[config.mk]
export PLATFORM = sky130hd
export DESIGN_NAME = conv_window_generator_flat
export DESIGN_NICKNAME = d
export VERILOG_FILES = /design/src/rtl/conv_window_if.sv /design/src/rtl/conv_window_generator.sv /design/src/flat_wrapper.sv
export SDC_FILE = /design/constraint.sdc
export NUM_CORES = 1
export LEC_CHECK = 0
export ABC_AREA = 1
export ABC_CLOCK_PERIOD_IN_PS = 2009
export CORE_MARGIN = 10
export CORE_UTILIZATION = 25
export CTS_CLUSTER_SIZE = 8
export DETAILED_ROUTE_END_ITERATION = 8
export GPL_TIMING_DRIVEN = 0
export SYNTH_ARGS = -nofsm -noshare
export SYNTH_HDL_FRONTEND = slang
export SYNTH_SLANG_ARGS = --single-unit
[constraint.sdc]
create_clock -name clock -period 2.01 [get_ports clock]
set_clock_uncertainty 0.2 [all_clocks]
set_input_delay 0.201 -clock clock [delete_from_list [all_inputs] [get_ports clock]]
set_output_delay 0.201 -clock clock [all_outputs]
set_load 0.03 [all_outputs]
[src/rtl/conv_window_if.sv]
// Pixel-in / window-out bundle between the raster source, the window generator
// and the convolution stage.
interface conv_window_if #(
  parameter int DATA_WIDTH  = 16,
  parameter int KERNEL_SIZE = 3
);
  logic [DATA_WIDTH-1:0]                         pixel_in;
  logic                                          pixel_valid;
  logic [DATA_WIDTH*KERNEL_SIZE*KERNEL_SIZE-1:0] window;
  logic                                          window_valid;
  logic                                          frame_done;

  modport master (
    output pixel_in, pixel_valid,
    input  window, window_valid, frame_done
  );

  modport slave (
    input  pixel_in, pixel_valid,
    output window, window_valid, frame_done
  );
endinterface

[src/rtl/conv_window_generator.sv]
// Raster-order sliding KxK window generator: K-1 line buffers feed the rightmost
// window column, and a FILL/STREAM FSM gates window_valid per frame.
module conv_window_generator #(
  parameter int COLUMN_SIZE = 28,
  parameter int ROW_SIZE    = 28,
  parameter int KERNEL_SIZE = 3,
  parameter int DATA_WIDTH  = 16
) (
  input logic          clock,
  input logic          reset_n,
  conv_window_if.slave bus
);

  localparam int K  = KERNEL_SIZE;
  localparam int CW = (COLUMN_SIZE > 1) ? $clog2(COLUMN_SIZE) : 1;
  localparam int RW = (ROW_SIZE > 1) ? $clog2(ROW_SIZE) : 1;

  localparam logic [CW-1:0] COL_LAST = CW'(COLUMN_SIZE - 1);
  localparam logic [RW-1:0] ROW_LAST = RW'(ROW_SIZE - 1);
  localparam logic [CW-1:0] COL_WIN0 = CW'(K - 1);
  localparam logic [RW-1:0] ROW_WIN0 = RW'(K - 1);

  typedef enum logic {FILL, STREAM} state_t;

  state_t                state;
  logic [CW-1:0]         col;
  logic [RW-1:0]         row;
  logic                  vld_p1;
  logic                  done_p1;
  logic                  col_last;
  logic                  last_pix;
  logic                  first_win;

  logic [DATA_WIDTH-1:0] line_buf [K-1][COLUMN_SIZE];
  logic [DATA_WIDTH-1:0] lb_feed  [K-1];
  logic [DATA_WIDTH-1:0] col_in   [K];
  logic [DATA_WIDTH-1:0] win_p1   [K][K];

  assign col_last  = (col == COL_LAST);
  assign last_pix  = col_last && (row == ROW_LAST);
  assign first_win = (col == COL_WIN0) && (row == ROW_WIN0);

  // Each line buffer is a COLUMN_SIZE-deep shift chain, so its tail is the
  // same column one row earlier; chaining them yields rows r-1 .. r-K+1.
  always_comb begin
    lb_feed[0] = bus.pixel_in;
    for (int k = 1; k < K - 1; k++) begin
      lb_feed[k] = line_buf[k-1][COLUMN_SIZE-1];
    end
    for (int r = 0; r < K - 1; r++) begin
      col_in[r] = line_buf[K-2-r][COLUMN_SIZE-1];
    end
    col_in[K-1] = bus.pixel_in;
  end

  always_ff @(posedge clock) begin
    if (bus.pixel_valid) begin
      for (int k = 0; k < K - 1; k++) begin
        line_buf[k][0] <= lb_feed[k];
        for (int i = 1; i < COLUMN_SIZE; i++) begin
          line_buf[k][i] <= line_buf[k][i-1];
        end
      end
    end
  end

  // p0 -> p1: raster counters, emission FSM and registered valid/done
  always_ff @(posedge clock or negedge reset_n) begin
    if (!reset_n) begin
      state   <= FILL;
      col     <= '0;
      row     <= '0;
      vld_p1  <= 1'b0;
      done_p1 <= 1'b0;
    end else begin
      vld_p1  <= 1'b0;
      done_p1 <= 1'b0;
      if (bus.pixel_valid) begin
        col <= col_last ? '0 : col + 1'b1;
        if (col_last) begin
          row <= (row == ROW_LAST) ? '0 : row + 1'b1;
        end
        case (state)
          FILL: begin
            if (first_win) begin
              vld_p1  <= 1'b1;
              done_p1 <= last_pix;
              state   <= last_pix ? FILL : STREAM;
            end
          end
          STREAM: begin
            vld_p1  <= 1'b1;
            done_p1 <= last_pix;
            if (last_pix) begin
              state <= FILL;
            end
          end
          default: state <= FILL;
        endcase
      end
    end
  end

  // p0 -> p1: window shifts left, column K-1 takes the buffered column plus the new pixel
  always_ff @(posedge clock or negedge reset_n) begin
    if (!reset_n) begin
      for (int r = 0; r < K; r++) begin
        for (int c = 0; c < K; c++) begin
          win_p1[r][c] <= '0;
        end
      end
    end else if (bus.pixel_valid) begin
      for (int r = 0; r < K; r++) begin
        for (int c = 0; c < K - 1; c++) begin
          win_p1[r][c] <= win_p1[r][c+1];
        end
        win_p1[r][K-1] <= col_in[r];
      end
    end
  end

  assign bus.window_valid = vld_p1;
  assign bus.frame_done   = done_p1;

  for (genvar r = 0; r < K; r++) begin : g_row
    for (genvar c = 0; c < K; c++) begin : g_col
      assign bus.window[DATA_WIDTH*(r*K+c) +: DATA_WIDTH] = win_p1[r][c];
    end
  end

endmodule

[src/flat_wrapper.sv]
// flat-port wrapper written by rule: the top's interface ports become plain ports
module conv_window_generator_flat 
#(
  parameter int COLUMN_SIZE = 28,
  parameter int ROW_SIZE    = 28,
  parameter int KERNEL_SIZE = 3,
  parameter int DATA_WIDTH  = 16
)
  (clock, reset_n, bus_pixel_in, bus_pixel_valid, bus_window, bus_window_valid, bus_frame_done);
  conv_window_if #(.DATA_WIDTH(DATA_WIDTH), .KERNEL_SIZE(KERNEL_SIZE)) bus_i ();
  input logic clock;
  input logic reset_n;
  input wire logic [$bits(bus_i.pixel_in)-1:0] bus_pixel_in;
  input wire logic [$bits(bus_i.pixel_valid)-1:0] bus_pixel_valid;
  output wire logic [$bits(bus_i.window)-1:0] bus_window;
  output wire logic [$bits(bus_i.window_valid)-1:0] bus_window_valid;
  output wire logic [$bits(bus_i.frame_done)-1:0] bus_frame_done;
  assign bus_i.pixel_in = bus_pixel_in;
  assign bus_i.pixel_valid = bus_pixel_valid;
  assign bus_window = bus_i.window;
  assign bus_window_valid = bus_i.window_valid;
  assign bus_frame_done = bus_i.frame_done;
  conv_window_generator #(.COLUMN_SIZE(COLUMN_SIZE), .ROW_SIZE(ROW_SIZE), .KERNEL_SIZE(KERNEL_SIZE), .DATA_WIDTH(DATA_WIDTH)) u_core (.clock(clock), .reset_n(reset_n), .bus(bus_i));
endmodule
==> out/qor.csv <==
stage,metric,value,unit
run_status,status,"complete, no violations",
layout,drive_gt1_share,11.3,%
detailed_routing,viasPerCell,3.73,
layout,antenna_cells,0,
synthesis,synthTopCellsByArea,"edfxtp_1 82%, dfrtp_1 12%, nand2_1 4.5%",
grt,antenna_found_initial,3,
synthesis,synth-compound-area-share,0.618,%
placement,port_buffers,164,
sta,max_freq,513,MHz
pwr,peakVddDrop,0.000680,V
worst_setup_path,reg2regPathDepth,7,
floorplan,io_pins,165,
worst_setup_path,crit_arrival,1550,ps
synthesis,synth_top_area_cell,edfxtp_1,
layout,final_util,31.8,%
synthesis,netlist_area,33000,sq um
min_path,hold_depth,3,
synthesis,synthCells,1582,
cts,cts_tree,done,
synthesis,synth-simple-area-share,4.84,%
cts,cts_root_buffer,clkbuf_16,
worst_setup_path,cp-start-kind,register,
floorplan,rows,133,
sta,fin_crit_sh,97.0,%
synthesis,synthMuxAreaShare,0,%
synthesis,synthArstFlopShare,14.9,%
layout,regArea,30800,sq um
detailed_routing,drt_wl_total,52500,microns
detailed_routing,drt_iter0_drc,1178,
placement,dp_hpwl,28600,microns
sta,tightest_slew,762,ps
floorplan,start_util,25.1,%
worst_setup_path,cp_data_required_time,1610,ps
worst_setup_path,crit_chain,buf_2,
detailed_routing,drc,0,
synthesis,ys.flop_type,edfxtp_1,
cts,path_clk_slew,50,ps
synthesis,avgSynthCellArea,20.9,sq um
grt,grt_pass1_wl,81900,microns
cts,clock_sinks,1053,
job,drv_cap,0,
sta,rsz0062_at_grt,false,
sta,final_hold_viol_count,0,
worst_setup_path,crit_fanout,3,
synthesis,synth_top_area_share,81.5,%
worst_setup_path,path_delay_family,flip-flops,
grt,gr-usage-met1,10.1,%
synthesis,post-synth-top-count-cell,edfxtp_1,
worst_setup_path,critPathMaxStageDelay,500,ps
grt,track_usage,6.94,%
synthesis,yosysUniqueCellTypes,21,
cts,clockBufferDepth,3,
sta,relSlewSlack,49.1,%
worst_setup_path,crit_cells,1,
layout,finalNetCount,1963,
synthesis,synth-xor-area-share,0.0265,%
detailed_routing,antenna_left,0,
synthesis,synth-seq-area-share,93.4,%
sta,setup_viol,0,
floorplan,dieArea,147000,sq um
pwr,p_per_area,1220,nW/um^2
synthesis,synth_top_family_by_area,simple AND/OR/NAND/NOR gates,
grt,grt_pass1_vias,14400,
layout,layout.cells.non_filler,3800,
grt,gr-usage-met3,3.48,%
floorplan,die_w,383,microns
detailed_routing,dr.pass1.iters,4,
synthesis,synth-edff-count,896,
min_path,holdCritPathClass,in -> reg,
synthesis,yosysWarnings,0,
detailed_routing,num_vias,14174,
layout,multiInputGateArea,1860,sq um
cts,numCtsBuffers,149,
sta,maxSlewViolCount,0,
sta,min_period,1950,ps
synthesis,synthAdderAreaFrac,0.152,%
worst_setup_path,worst-path-buf-inv,1,
worst_setup_path,end_kind,output port,
grt,overflow,0,
layout,design_area,41800,sq um
synthesis,ys_ff_latch,1053,
placement,dp.cells,3510,
detailed_routing,wire_per_inst,13.8,microns
cts,htreeDepth,4,
cts,clk_latency,690,ps
synthesis,yosys-top-cells-count,"896 x edfxtp_1, 397 x nand2_1, 157 x dfrtp_1, 32 x o21ai_0, 27 x inv_1",
grt,grtUsageMet2,8.54,%
layout,area_growth,26.5,%
placement,placed_area,37100,sq um
pwr,leakage,15.6,nW
floorplan,coreArea,131000,sq um
floorplan,die_height,383,microns
placement,gp_congestion,0.786,
grt,grt_max_degree,115,
grt,grt.busiest_layer,met1,
worst_setup_path,crit_path_top_delay_cell,dfrtp_1,
worst_setup_path,crit_type,reg -> out,
synthesis,syn-num-nets,1605,
layout,n_fill_cell,12558,
-- state kept, by name (all words and copies together), names as in the netlist --
name	flops
u_core.col	5
u_core.line_buf	896
u_core.bus.window_valid	1
u_core.row	5
u_core.state	1
u_core.bus.window	144
u_core.bus.frame_done	1
-- placed cells by master, fill, tap and decap left out, drive strengths merged --
cell type | synthesis | routed
a21boi | 1 | 1
a21oi | 3 | 3
buf | 29 | 49
bufbuf | 0 | 5
clkbuf | 5 | 255
clkdlybuf4s15 | 0 | 8
clkdlybuf4s50 | 0 | 16
clkinv | 0 | 4
dfrtp | 157 | 157
dlygate4sd2 | 0 | 131
dlygate4sd3 | 0 | 23
edfxtp | 896 | 896
ha | 4 | 4
inv | 29 | 35
nand2 | 397 | 397
nand3 | 5 | 5
nand4 | 2 | 2
nor2 | 15 | 15
nor3 | 2 | 2
o21ai | 35 | 35
o22ai | 1 | 1
xor2 | 1 | 1
-- path summary, 6_finish.rpt --
path,start,endpoint,slack [ps]
hold / removal,bus_pixel_valid,u_core.line_buf[0][105]$_DFFE_PP_,20
min in group asynchronous,reset_n,u_core.bus.window[33]$_DFFE_PN0P_,390
hold reg to reg,u_core.line_buf[1][197]$_DFFE_PP_,u_core.line_buf[1][181]$_DFFE_PP_,200
setup reg to reg,u_core.col[1]$_DFFE_PN0P_,u_core.col[4]$_DFFE_PN0P_,440
max in group asynchronous,reset_n,u_core.bus.window[47]$_DFFE_PN0P_,210
setup / recovery,u_core.bus.window[87]$_DFFE_PN0P_,bus_window[87],60
-- metal layers --
layer  vias up  routed length, microns
met5         -                       0
met4         0                    1120
met3       100                    5340
met2       404                   19800
met1      7134                   26200
li1       6536                       -
-- stage by stage --
step	setup slack, ps	setup TNS [ps]	hold WS (ps)	power [W]
CTS	5.85	0	-58.4	0.0518
detailed placement	-1810	-732640	-37.4	0.0289
global placement	-29970	-	200	0.0278
floorplan	599	0	-295	0.0273
finish	61.3	0	16.5	0.0510
global route	0.190	0	48.1	0.0532
-- what timing repair did --
item / 4_1_cts / 5_1_grt
setup endpoints to repair: 623 / 8
gates cloned: 5 / 0
hold buffers: 26 / 3
buffers inserted: 0 / 0
hold endpoints to repair: 264 / 78
resized for setup: 188 / 8
-- worst min-delay path: stages --
cell and delay, ps:
buf_12 110, buf_16 140, buf_16 200
-- cells by family after synthesis --
logic type               after synthesis
AND/OR/NAND/NOR                      421
buffers and inverters                 63
AO/OA/AOI/OAI                         40
flip-flops                          1053
XOR/XNOR                               1
adder cells (fa/ha/maj)                4
-- power by group --
group	total, W	switching (W)	leakage, nW	internal, W
sequential	0.0259	0.000588	10.7	0.0254
clock	0.0226	0.00852	2.06	0.0141
combinational	0.00246	0.00174	2.81	0.000718
-- area by class of cell --
type | instances | share of cell area [%]
multi-input combinational | 466 | 4.46
clock inverter | 10 | 0.282
timing repair buffer | 207 | 5.36
clock buffer | 246 | 10.1
buffer | 34 | 0.500
inverter | 29 | 0.261
tap | 1755 | 5.26
sequential | 1053 | 73.8
(Power assumes the default switching activity.)
